[src/rtl/dmem_pkg.sv]
// Shared types and access-formatting helpers for the data-memory arbiter.
package dmem_pkg;

    typedef enum logic [2:0] {
        SZ_B  = 3'b000,
        SZ_H  = 3'b001,
        SZ_W  = 3'b010,
        SZ_BU = 3'b100,
        SZ_HU = 3'b101
    } size_e;

    typedef struct packed {
        logic       valid;
        logic       port;
        logic [1:0] off;
        logic [2:0] size;
        logic       err;
        logic       is_load;
    } rsp_t;

    function automatic logic size_legal(logic [2:0] size, logic [1:0] off);
        case (size)
            SZ_B, SZ_BU: return 1'b1;
            SZ_H, SZ_HU: return ~off[0];
            SZ_W:        return off == 2'b00;
            default:     return 1'b0;
        endcase
    endfunction

    function automatic logic [3:0] byte_en(logic [2:0] size, logic [1:0] off);
        case (size)
            SZ_B, SZ_BU: return 4'b0001 << off;
            SZ_H, SZ_HU: return 4'b0011 << off;
            SZ_W:        return 4'b1111;
            default:     return 4'b0000;
        endcase
    endfunction

    // Shift the addressed lane down to bit 0, then extend per access size.
    function automatic logic [31:0] load_extend(logic [2:0] size, logic [1:0] off,
                                                logic [31:0] dout);
        logic [31:0] sh;
        sh = dout >> {off, 3'b000};
        case (size)
            SZ_B:    return {{24{sh[7]}}, sh[7:0]};
            SZ_BU:   return {24'h0, sh[7:0]};
            SZ_H:    return {{16{sh[15]}}, sh[15:0]};
            SZ_HU:   return {16'h0, sh[15:0]};
            SZ_W:    return dout;
            default: return 32'h0;
        endcase
    endfunction

endpackage

[src/rtl/dmem_arb_core.sv]
// Grant logic for the two data-memory requesters. DMEM_ARB_RR_EN selects
// round-robin with a bounded port-1 lock; otherwise port 0 has fixed priority.
module dmem_arb_core #(
    parameter int unsigned LOCK_MAX = 15
) (
    input  logic i_clk,
    input  logic i_rst,
    input  logic i_p0_req,
    input  logic i_p1_req,
    input  logic i_p1_lock,
    output logic o_p0_gnt,
    output logic o_p1_gnt
);

`ifdef DMEM_ARB_RR_EN
    localparam int unsigned CW = $clog2(LOCK_MAX + 1);

    logic          ptr_q;
    logic          lock_q;
    logic [CW-1:0] cnt_q;
    logic          lock_win;

    // Once the lock count is exhausted, the pointer already faces port 0
    // (port 1 was granted last), so falling through to round-robin releases it.
    always_comb begin
        lock_win = lock_q && i_p1_req && (cnt_q != CW'(LOCK_MAX));
        o_p0_gnt = 1'b0;
        o_p1_gnt = 1'b0;
        if (!i_rst) begin
            if (lock_win) begin
                o_p1_gnt = 1'b1;
            end else if (i_p0_req && i_p1_req) begin
                o_p0_gnt = ~ptr_q;
                o_p1_gnt = ptr_q;
            end else begin
                o_p0_gnt = i_p0_req;
                o_p1_gnt = i_p1_req;
            end
        end
    end

    always_ff @(posedge i_clk) begin
        if (i_rst) begin
            ptr_q  <= 1'b0;
            lock_q <= 1'b0;
            cnt_q  <= '0;
        end else begin
            if (o_p0_gnt) begin
                ptr_q <= 1'b1;
            end else if (o_p1_gnt) begin
                ptr_q <= 1'b0;
            end
            lock_q <= o_p1_gnt && i_p1_lock;
            cnt_q  <= (o_p1_gnt && lock_win) ? cnt_q + CW'(1) : '0;
        end
    end
`else
    localparam int unsigned unused_lock_max = LOCK_MAX;
    logic unused_ok;
    assign unused_ok = ^{i_clk, i_p1_lock};

    always_comb begin
        o_p0_gnt = i_p0_req && !i_rst;
        o_p1_gnt = i_p1_req && !i_p0_req && !i_rst;
    end
`endif

endmodule

[src/rtl/dmem_arbiter.sv]
// Two-port arbiter and access formatter for the byte-banked data RAM.
// Define DMEM_ARB_RR_EN for round-robin + port-1 lock; default is fixed priority.
module dmem_arbiter
    import dmem_pkg::*;
#(
    parameter int unsigned DMEM_ADDR_WIDTH = 12,
    parameter int unsigned LOCK_MAX        = 15
) (
    input  logic                       i_clk,
    input  logic                       i_rst,
    input  logic                       i_p0_req,
    input  logic                       i_p0_we,
    input  logic [DMEM_ADDR_WIDTH-1:0] i_p0_addr,
    input  logic [2:0]                 i_p0_size,
    input  logic [31:0]                i_p0_wdata,
    output logic                       o_p0_gnt,
    output logic                       o_p0_rvalid,
    output logic [31:0]                o_p0_rdata,
    output logic                       o_p0_err,
    input  logic                       i_p1_req,
    input  logic                       i_p1_we,
    input  logic [DMEM_ADDR_WIDTH-1:0] i_p1_addr,
    input  logic [2:0]                 i_p1_size,
    input  logic [31:0]                i_p1_wdata,
    input  logic                       i_p1_lock,
    output logic                       o_p1_gnt,
    output logic                       o_p1_rvalid,
    output logic [31:0]                o_p1_rdata,
    output logic                       o_p1_err,
    output logic [DMEM_ADDR_WIDTH-1:0] o_ram_addr,
    output logic                       o_ram_read,
    output logic                       o_ram_write,
    output logic [3:0]                 o_ram_size,
    output logic [31:0]                o_ram_din,
    input  logic [31:0]                i_ram_dout
);

    logic                       gnt0;
    logic                       gnt1;
    logic                       any_gnt;
    logic                       sel_we;
    logic [DMEM_ADDR_WIDTH-1:0] sel_addr;
    logic [2:0]                 sel_size;
    logic [31:0]                sel_wdata;
    logic [1:0]                 off;
    logic                       legal;
    logic [31:0]                fmt_din;
    logic [DMEM_ADDR_WIDTH-1:0] addr_q;
    logic [31:0]                din_q;
    rsp_t                       rsp_d;
    rsp_t                       rsp_q;
    logic [31:0]                load_data;

    dmem_arb_core #(
        .LOCK_MAX (LOCK_MAX)
    ) u_core (
        .i_clk     (i_clk),
        .i_rst     (i_rst),
        .i_p0_req  (i_p0_req),
        .i_p1_req  (i_p1_req),
        .i_p1_lock (i_p1_lock),
        .o_p0_gnt  (gnt0),
        .o_p1_gnt  (gnt1)
    );

    assign o_p0_gnt = gnt0;
    assign o_p1_gnt = gnt1;

    always_comb begin
        any_gnt   = gnt0 | gnt1;
        sel_we    = gnt1 ? i_p1_we    : i_p0_we;
        sel_addr  = gnt1 ? i_p1_addr  : i_p0_addr;
        sel_size  = gnt1 ? i_p1_size  : i_p0_size;
        sel_wdata = gnt1 ? i_p1_wdata : i_p0_wdata;
        off       = sel_addr[1:0];
        legal     = size_legal(sel_size, off);

        case (sel_size)
            SZ_B, SZ_BU: fmt_din = {4{sel_wdata[7:0]}};
            SZ_H, SZ_HU: fmt_din = {2{sel_wdata[15:0]}};
            default:     fmt_din = sel_wdata;
        endcase

        // Address and data hold between accesses; only the strobes drop.
        o_ram_addr  = any_gnt ? sel_addr : addr_q;
        o_ram_din   = any_gnt ? fmt_din  : din_q;
        o_ram_read  = any_gnt && legal && !sel_we;
        o_ram_write = any_gnt && legal && sel_we;
        o_ram_size  = (any_gnt && legal) ? byte_en(sel_size, off) : 4'b0000;

        rsp_d         = '0;
        rsp_d.valid   = any_gnt;
        rsp_d.port    = gnt1;
        rsp_d.off     = off;
        rsp_d.size    = sel_size;
        rsp_d.err     = !legal;
        rsp_d.is_load = !sel_we;
    end

    always_ff @(posedge i_clk) begin
        if (i_rst) begin
            rsp_q  <= '0;
            addr_q <= '0;
            din_q  <= '0;
        end else begin
            rsp_q <= rsp_d;
            if (any_gnt) begin
                addr_q <= sel_addr;
                din_q  <= fmt_din;
            end
        end
    end

    always_comb begin
        load_data   = (rsp_q.is_load && !rsp_q.err) ?
                      load_extend(rsp_q.size, rsp_q.off, i_ram_dout) : 32'h0;
        o_p0_rvalid = rsp_q.valid && !rsp_q.port;
        o_p1_rvalid = rsp_q.valid && rsp_q.port;
        o_p0_err    = o_p0_rvalid && rsp_q.err;
        o_p1_err    = o_p1_rvalid && rsp_q.err;
        o_p0_rdata  = o_p0_rvalid ? load_data : 32'h0;
        o_p1_rdata  = o_p1_rvalid ? load_data : 32'h0;
    end

endmodule

[config.mk]
export PLATFORM = sky130hd
export DESIGN_NAME = dmem_arbiter
export DESIGN_NICKNAME = d
export VERILOG_FILES = /design/src/rtl/dmem_pkg.sv /design/src/rtl/dmem_arb_core.sv /design/src/rtl/dmem_arbiter.sv
export SDC_FILE = /design/constraint.sdc
export NUM_CORES = 1
export LEC_CHECK = 0
export BUFFER_PORTS_ARGS = -buffer_cell sky130_fd_sc_hd__buf_4
export CORE_MARGIN = 5
export CORE_UTILIZATION = 44
export CTS_CLUSTER_SIZE = 12
export DETAILED_ROUTE_END_ITERATION = 8
export PLACE_DENSITY = 0.82
export SLEW_MARGIN = 25
export SYNTH_ARGS = -nofsm -noshare
export SYNTH_HDL_FRONTEND = slang
export SYNTH_HIERARCHICAL = 1
export SYNTH_SLANG_ARGS = --single-unit
[constraint.sdc]
create_clock -name i_clk -period 4.3 [get_ports i_clk]
set_clock_uncertainty 0.2 [all_clocks]
set_input_delay 0.43 -clock i_clk [delete_from_list [all_inputs] [get_ports i_clk]]
set_output_delay 0.43 -clock i_clk [all_outputs]
set_load 0.1 [all_outputs]
==> results of run 1 <==
[stage by stage]
stage	total power (W)	std cells	hold WS [ns]	cell area [um2]
after floorplan	0.00127	507	0.276	4140
after global placement	0.00150	834	0.285	5980
after detailed placement	0.00152	834	0.304	5980
after CTS	0.00186	842	0.183	6090
after global routing	0.00193	842	0.226	6090
final	0.00185	842	0.189	6090
[layer usage]
metal | track usage | vias to the layer above | wire length, um | share of wire
li1 | - | 2259 | - | -
met1 | 0.298 | 2163 | 5530 | 0.37
met2 | 0.430 | 216 | 7340 | 0.49
met3 | 0.0650 | 41 | 1460 | 0.098
met4 | 0.110 | 0 | 584 | 0.039
met5 | 0 | - | 0 | 0
[logic make-up (layout without fill, tap and decap cells)]
family                 after synthesis  count (layout)  share of synthesized area
DFF                                 53              53                      0.260
buffers and inverters               54             278                     0.0736
muxes                               77              77                      0.220
and+or+nand+nor                    184             184                      0.224
AOI/OAI and AO/OA                  139             139                      0.222
[registers in the layout (all words and copies together), names as in the netlist]
register	flops
addr_q	12
din_q	32
rsp_q	9
[final cells by class]
class                   count  area [um2]  area share
multi-input cells         400        2790       0.457
repair buffers            258        1950       0.320
flip-flops and latches     53        1060       0.174
well taps                 111         139      0.0228
clock buffers               6        72.6      0.0119
inverters                  12        45.0     0.00740
clock inverters             2        38.8     0.00637
[placed cells by master, fill, tap and decap left out, types with 3 or more instances in the layout]
master,n
a22oi_1,4
mux4_2,8
a2bb2oi_1,7
buf_4,257
nor3b_1,5
a21oi_2,12
mux2_2,21
dfxtp_1,53
nand2b_1,4
mux2i_1,48
inv_1,12
o21ai_1,10
o21ai_0,7
a211oi_1,17
and3_1,3
nor2_1,68
a22o_1,12
a21oi_1,46
a221oi_1,6
nor3_1,15
o21a_1,9
clkbuf_8,5
nor2b_1,34
nand2_1,36
[worst max-delay path, delay by kind of cell]
family	cells	cell delay (ns)
compound gates	3	0.84
buf+inv	3	0.89
simple gates	2	0.93
[power groups by stage]
stage	sequential (W)	clock, W	combinational (W)
floorplan	0.000548	0	0.000718
global placement	0.000558	0	0.000945
detailed placement	0.000560	0	0.000957
CTS	0.000549	0.000350	0.000959
global route	0.000553	0.000369	0.00101
finish	0.000548	0.000338	0.000960
[worst paths after layout]
path / from / endpoint / slack (ns) / cells after the start
worst max-delay path: i_rst / o_ram_size[2] / 0.56 / 8
worst min register to register: din_q[25]$_SDFF_PP0_ / din_q[25]$_SDFF_PP0_ / 0.33 / 2
worst min-delay path: i_p0_size[2] / rsp_q[4]$_SDFF_PP0_ / 0.19 / 3
worst max register to register: din_q[20]$_SDFF_PP0_ / din_q[20]$_SDFF_PP0_ / 3.26 / 2
==> results by group, run 1 <==
Layout
  • Fraction of layout cells with a size suffix above 1: 0.440
  • Fin util: 0.665
  • Fin nets: approximately 860
  • Layout fillers: around 760
  • P&R area growth vs syn: 49.4%
  • Ant diodes: 0

Global route
  • Largest net degree at the start of global routing: 56
  • Vias in the first global route: roughly 4,700
  • GRT Overall Usage: 0.252
  • Initial antenna violation count: 0
  • Global route overflow: 0
  • First-pass GRT wire length: around 23 mm

Power
  • Comb power frac: 0.520
  • Int Pwr: 0.000992 W
  • Sw frac: 0.463
  • Leak: ~2.8 nW
  • Flop pwr share: 0.297
  • Power Density: just over 300 mW/mm2
  • Clock power share: 0.183
  • Max VDD drop: ~0.00024 V
  • Switching pwr: approximately 0.00086 W

STA
  • Fmax: ~270 MHz
  • Fin. Hold Viols: 0
  • Fin crit period: ~3.7 ns
  • Slew Limit Headroom: 0.523
  • Max Slew Vio Count: 0
  • Worst-Margin Slew: 0.714 ns
  • RSZ-0062 raised after global routing: false
  • Setup tns final: 0 ns
  • Final WS setup: roughly 0.56 ns
  • Period utilization: 0.869
  • Finish-stage setup viols: 0

Clock tree
  • Post-CTS setup buffers: 0
  • Clk slew on worst S/H paths: 0.08 ns
  • Root buf cell: clkbuf_8
  • CTS Hold Bufs: 0
  • Clk_lat worst skew: about 0.30 ns
  • PostCTS Resize Cnt: 0
  • H-tree depth reported by CTS: 2
  • Num CTS Buffers: 5
  • CTS tree: yes
  • Clk buf depth: 2
  • Clock Sinks: 53

Floorplanning
  • Die X: about 110 um
  • FP Rows: 35
  • IO Count: around 250
  • Die extent in y: around 110 um
  • Die area: around 0.011 mm2
  • Core area: just over 0.009 mm2
  • Starting Density: 0.446

Synth
  • Syn. warnings: 6
  • Post-synth top cells: nor2_1, a21oi_1, dfxtp_1, mux2i_1
  • Flops & latches, synth: 53
  • Yosys top cell area share: 0.260
  • Area contributors post-synth: dfxtp_1, mux2i_1, a21oi_1, nor2_1, mux2_2
  • Mean Syn Cell Area: a little over 8 um2
  • Synth Instances: 507
  • Area of the mapped netlist: roughly 0.0041 mm2
  • Main synth FF type: dfxtp_1
  • Most common cell in the netlist: nor2_1
  • Ys async rst share: 0
  • Yosys cell types: 45
  • Sequential area share after synthesis: 0.260
  • Total nets after synthesis: 640
  • Number of synthesized flops with an enable pin: 0
  • Largest area contributor in the netlist: dfxtp_1

Routing
  • Post-DR vias/cell: 5.56
  • Final ANT Viol Nets: 0
  • DR DRC count: 0
  • 1st-pass router iterations: 5
  • WL/cell: approximately 18 um
  • Via Count: about 4,700
  • DR iter-0 viols: about 340
  • Final wirelength: about 15 mm

Setup path
  • Crit-path cells: buf_4, nor3b_4, buf_4, nor3b_1, o21ai_0, a211o_1, a31oi_2, buf_4
  • Worst setup EP type: output pin
  • Cell mode on critical path: buf_4
  • Worst path max stage delay: 0.64 ns
  • Crit path max-delay cell type: nor3b_4
  • CP startpoint kind: input port
  • Crit-path max FO: 55
  • WP data arrival: around 3.1 ns
  • WP data required: about 3.7 ns
  • Critical path class: input port to output pin

Placement
  • PortBufs: 251
  • Detailed placer's ending HPWL: between 10 and 15 mm
  • GPL Wtd Cong: around 0.91
  • Pre-CTS setup slack: roughly 0.63 ns

Worst hold path
  • Hold Path Class: input port to flop

Run status
  • Status: finished, final reports clean

Flow run
  • Max cap viols: 0
Note: power is estimated with default switching activity, not from simulation.
==> inputs of run 2 (changes only) <==
==> constraint.sdc (replaced) <==
create_clock -name i_clk -period 4.3 [get_ports i_clk]
set_clock_uncertainty 0.2 [all_clocks]
set_input_delay 0.645 -clock i_clk [delete_from_list [all_inputs] [get_ports i_clk]]
set_output_delay 0.645 -clock i_clk [all_outputs]
set_load 0.1 [all_outputs]
==> run 2 against run 1 <==
  * Fmax shrank 1.6%
  * Sequential share of layout area shrank 0.27 points
  * Sequential power is essentially flat
  * Count of clock-buffer cells in the layout grew 1
  * Worst hold slack gained 0.14 ns
  * First-iteration DRC count shrank 36%
  * Utilization grew 1.0 points
  * Combinational power grew 2.4%
  * Critical path depth is the same
  * Routed wire length grew 3.0%
  * Via count grew 0.56%
  * Total power grew 0.59%
==> results by group, run 2 (synthesized netlist as in run 1, its figures left out) <==
Run status
  • Status: finished, final reports clean

Layout
  • Final Non-Filler Cells: 844 (+0.24%)
  • Fin nets: 865 (+0.23%)
  • Fraction of layout cells with a size suffix above 1: 0.456 (+0.0152)
  • Biggest regs: din_q x32, addr_q x12, rsp_q x9
  • Commonest non-fill, non-tap cell in the layout: buf_4
  • Largest register FFs: 32 (unchanged)
  • P&R area growth vs syn: 51.7%
  • Most frequent cells in the layout: buf_4, nor2_1, dfxtp_1, mux2i_1, a21oi_1
  • Layout fillers: 756 (-0.79%)
  • Ant diodes: 0 (unchanged)
  • Largest Register: din_q

STA
  • Fin crit period: 3.80 ns (+0.0592 ns)
  • Fmax: 263 MHz (-1.6%)
  • Finish-stage setup viols: 0 (unchanged)
  • Final WS setup: 0.502 ns (-0.0592 ns)
  • Slew Limit Headroom: 0.418 (-0.106)
  • Max Slew Vio Count: 0 (unchanged)
  • Worst-Margin Slew: 0.864 ns (+0.150 ns)
  • Setup tns final: 0 ns (unchanged)
  • RSZ-0062 raised after global routing: false
  • WHS: 0.330 ns (+0.141 ns)
  • Period utilization: 0.883 (+0.0138)
  • Fin. Hold Viols: 0 (unchanged)

Global route
  • Initial antenna violation count: 0 (unchanged)
  • First-pass GRT wire length: 23.8 mm (+2.7%)
  • Vias in the first global route: 4,677 (-0.26%)
  • Most used routing layer: met2
  • Largest net degree at the start of global routing: 55 (-1.8%)
  • GRT Overall Usage: 0.260 (+0.00751)
  • Met1 usage: 0.313 (+0.0148)
  • Met3 global-route usage: 0.0741 (+0.00911)
  • GR Layer Usage met2: 0.448 (+0.0172)
  • Global route overflow: 0 (unchanged)

Clock tree
  • Clock Sinks: 53 (unchanged)
  • Clk_lat worst skew: 0.31 ns (about the same)
  • H-tree depth reported by CTS: 2 (unchanged)
  • Post-CTS setup buffers: 0 (unchanged)
  • CTS tree: yes
  • Num CTS Buffers: 5 (unchanged)
  • Root buf cell: clkbuf_8
  • CTS Hold Bufs: 0 (unchanged)
  • PostCTS Resize Cnt: 0 (unchanged)
  • Clk buf depth: 2 (unchanged)
  • Clk slew on worst S/H paths: 0.11 ns (+0.03 ns)

Power
  • Max VDD drop: 0.000270 V (+13%)
  • Leak: 2.78 nW (+0.75%)
  • Power Density: 300 mW/mm2 (-0.95%)

Setup path
  • CP startpoint kind: input port
  • WP data arrival: 2.95 ns (-0.16 ns)
  • Critical path class: input port to output pin
  • Crit-path max FO: 8 (-85%)
  • Worst setup EP type: output pin
  • WP data required: 3.45 ns (-0.22 ns)

Routing
  • Final wirelength: 15.4 mm (+3.0%)
  • DR iter-0 viols: 218 (-36%)
  • WL/cell: 18.2 um (+2.8%)
  • Final ANT Viol Nets: 0 (unchanged)
  • Via Count: 4,705 (+0.56%)
  • 1st-pass router iterations: 5 (unchanged)
  • Post-DR vias/cell: 5.57 (+0.32%)
  • DR DRC count: 0 (unchanged)

Placement
  • PortBufs: 251 (unchanged)
  • Pre-CTS setup slack: 0.526 ns (-0.0999 ns)
  • Post-Place Cells: 836 (+0.24%)
  • Detailed placer's ending HPWL: 12.2 mm (+1.4%)
  • GPL Wtd Cong: 0.901 (-0.66%)

Floorplanning
  • Die area: 0.0113 mm2 (unchanged)
  • IO Count: 253 (unchanged)
  • FP Rows: 35 (unchanged)
  • Core area: 0.00915 mm2 (unchanged)
  • Starting Density: 0.446 (unchanged)
  • Die extent in y: 106 um (unchanged)
  • Die X: 106 um (unchanged)

Worst hold path
  • Hold Path Class: flop to flop

Flow run
  • Max cap viols: 0 (unchanged)
-- run 2: cell types whose count changed in the layout (fill, tap and decap cells not counted), sizes merged --
cell	before	now
buf	258	260
bufinv	1	0
clkbuf	6	7
clkinv	1	0
inv	12	13
-- run 2: per-stage QoR --
step	total power, W	utilization	instance area (um2)
2_1_floorplan	0.00128	-	4230
3_3_place_gp	0.00152	0.664	6080
3_5_place_dp	0.00154	0.664	6080
4_1_cts	0.00186	0.676	6190
5_1_grt	0.00193	0.676	6190
6_report	0.00186	0.676	6190
-- run 2: power breakdown --
part           switching (W)  internal (W)
logic               0.000687      0.000296
registers          0.0000205      0.000529
clock network       0.000176      0.000149
total               0.000884      0.000973
-- run 2: metal layers --
metal | part of all wire | vias up
met4 | 0.023 | 0
met2 | 0.50 | 238
li1 | - | 2258
met3 | 0.091 | 26
met1 | 0.38 | 2183
met5 | 0 | -
-- run 2: critical path, cell delays in order --
cell	delay [ns]
buf_4	0.12
nor3b_4	0.46
buf_4	0.23
nand2b_1	0.40
o21a_1	0.43
a211oi_1	0.18
nor2_2	0.17
buf_4	0.30
-- run 2: path summary, 6_finish.rpt --
path,startpoint,endpoint,slack [ns],depth (start not counted)
setup / recovery,i_p0_req,o_ram_din[30],0.50,8
hold / removal,din_q[29]$_SDFF_PP0_,din_q[29]$_SDFF_PP0_,0.33,2
setup reg to reg,din_q[18]$_SDFF_PP0_,din_q[18]$_SDFF_PP0_,3.26,2
hold reg to reg,din_q[29]$_SDFF_PP0_,din_q[29]$_SDFF_PP0_,0.33,2
-- run 2: final cells by class --
class | instances | area, um2 | area share
clock inverter | 1 | 8.76 | 0.00142
inverter | 12 | 45.0 | 0.00728
multi-input combinational | 400 | 2870 | 0.464
sequential | 53 | 1060 | 0.172
clock buffer | 7 | 96.3 | 0.0156
tap | 111 | 139 | 0.0225
timing repair buffer | 260 | 1960 | 0.318
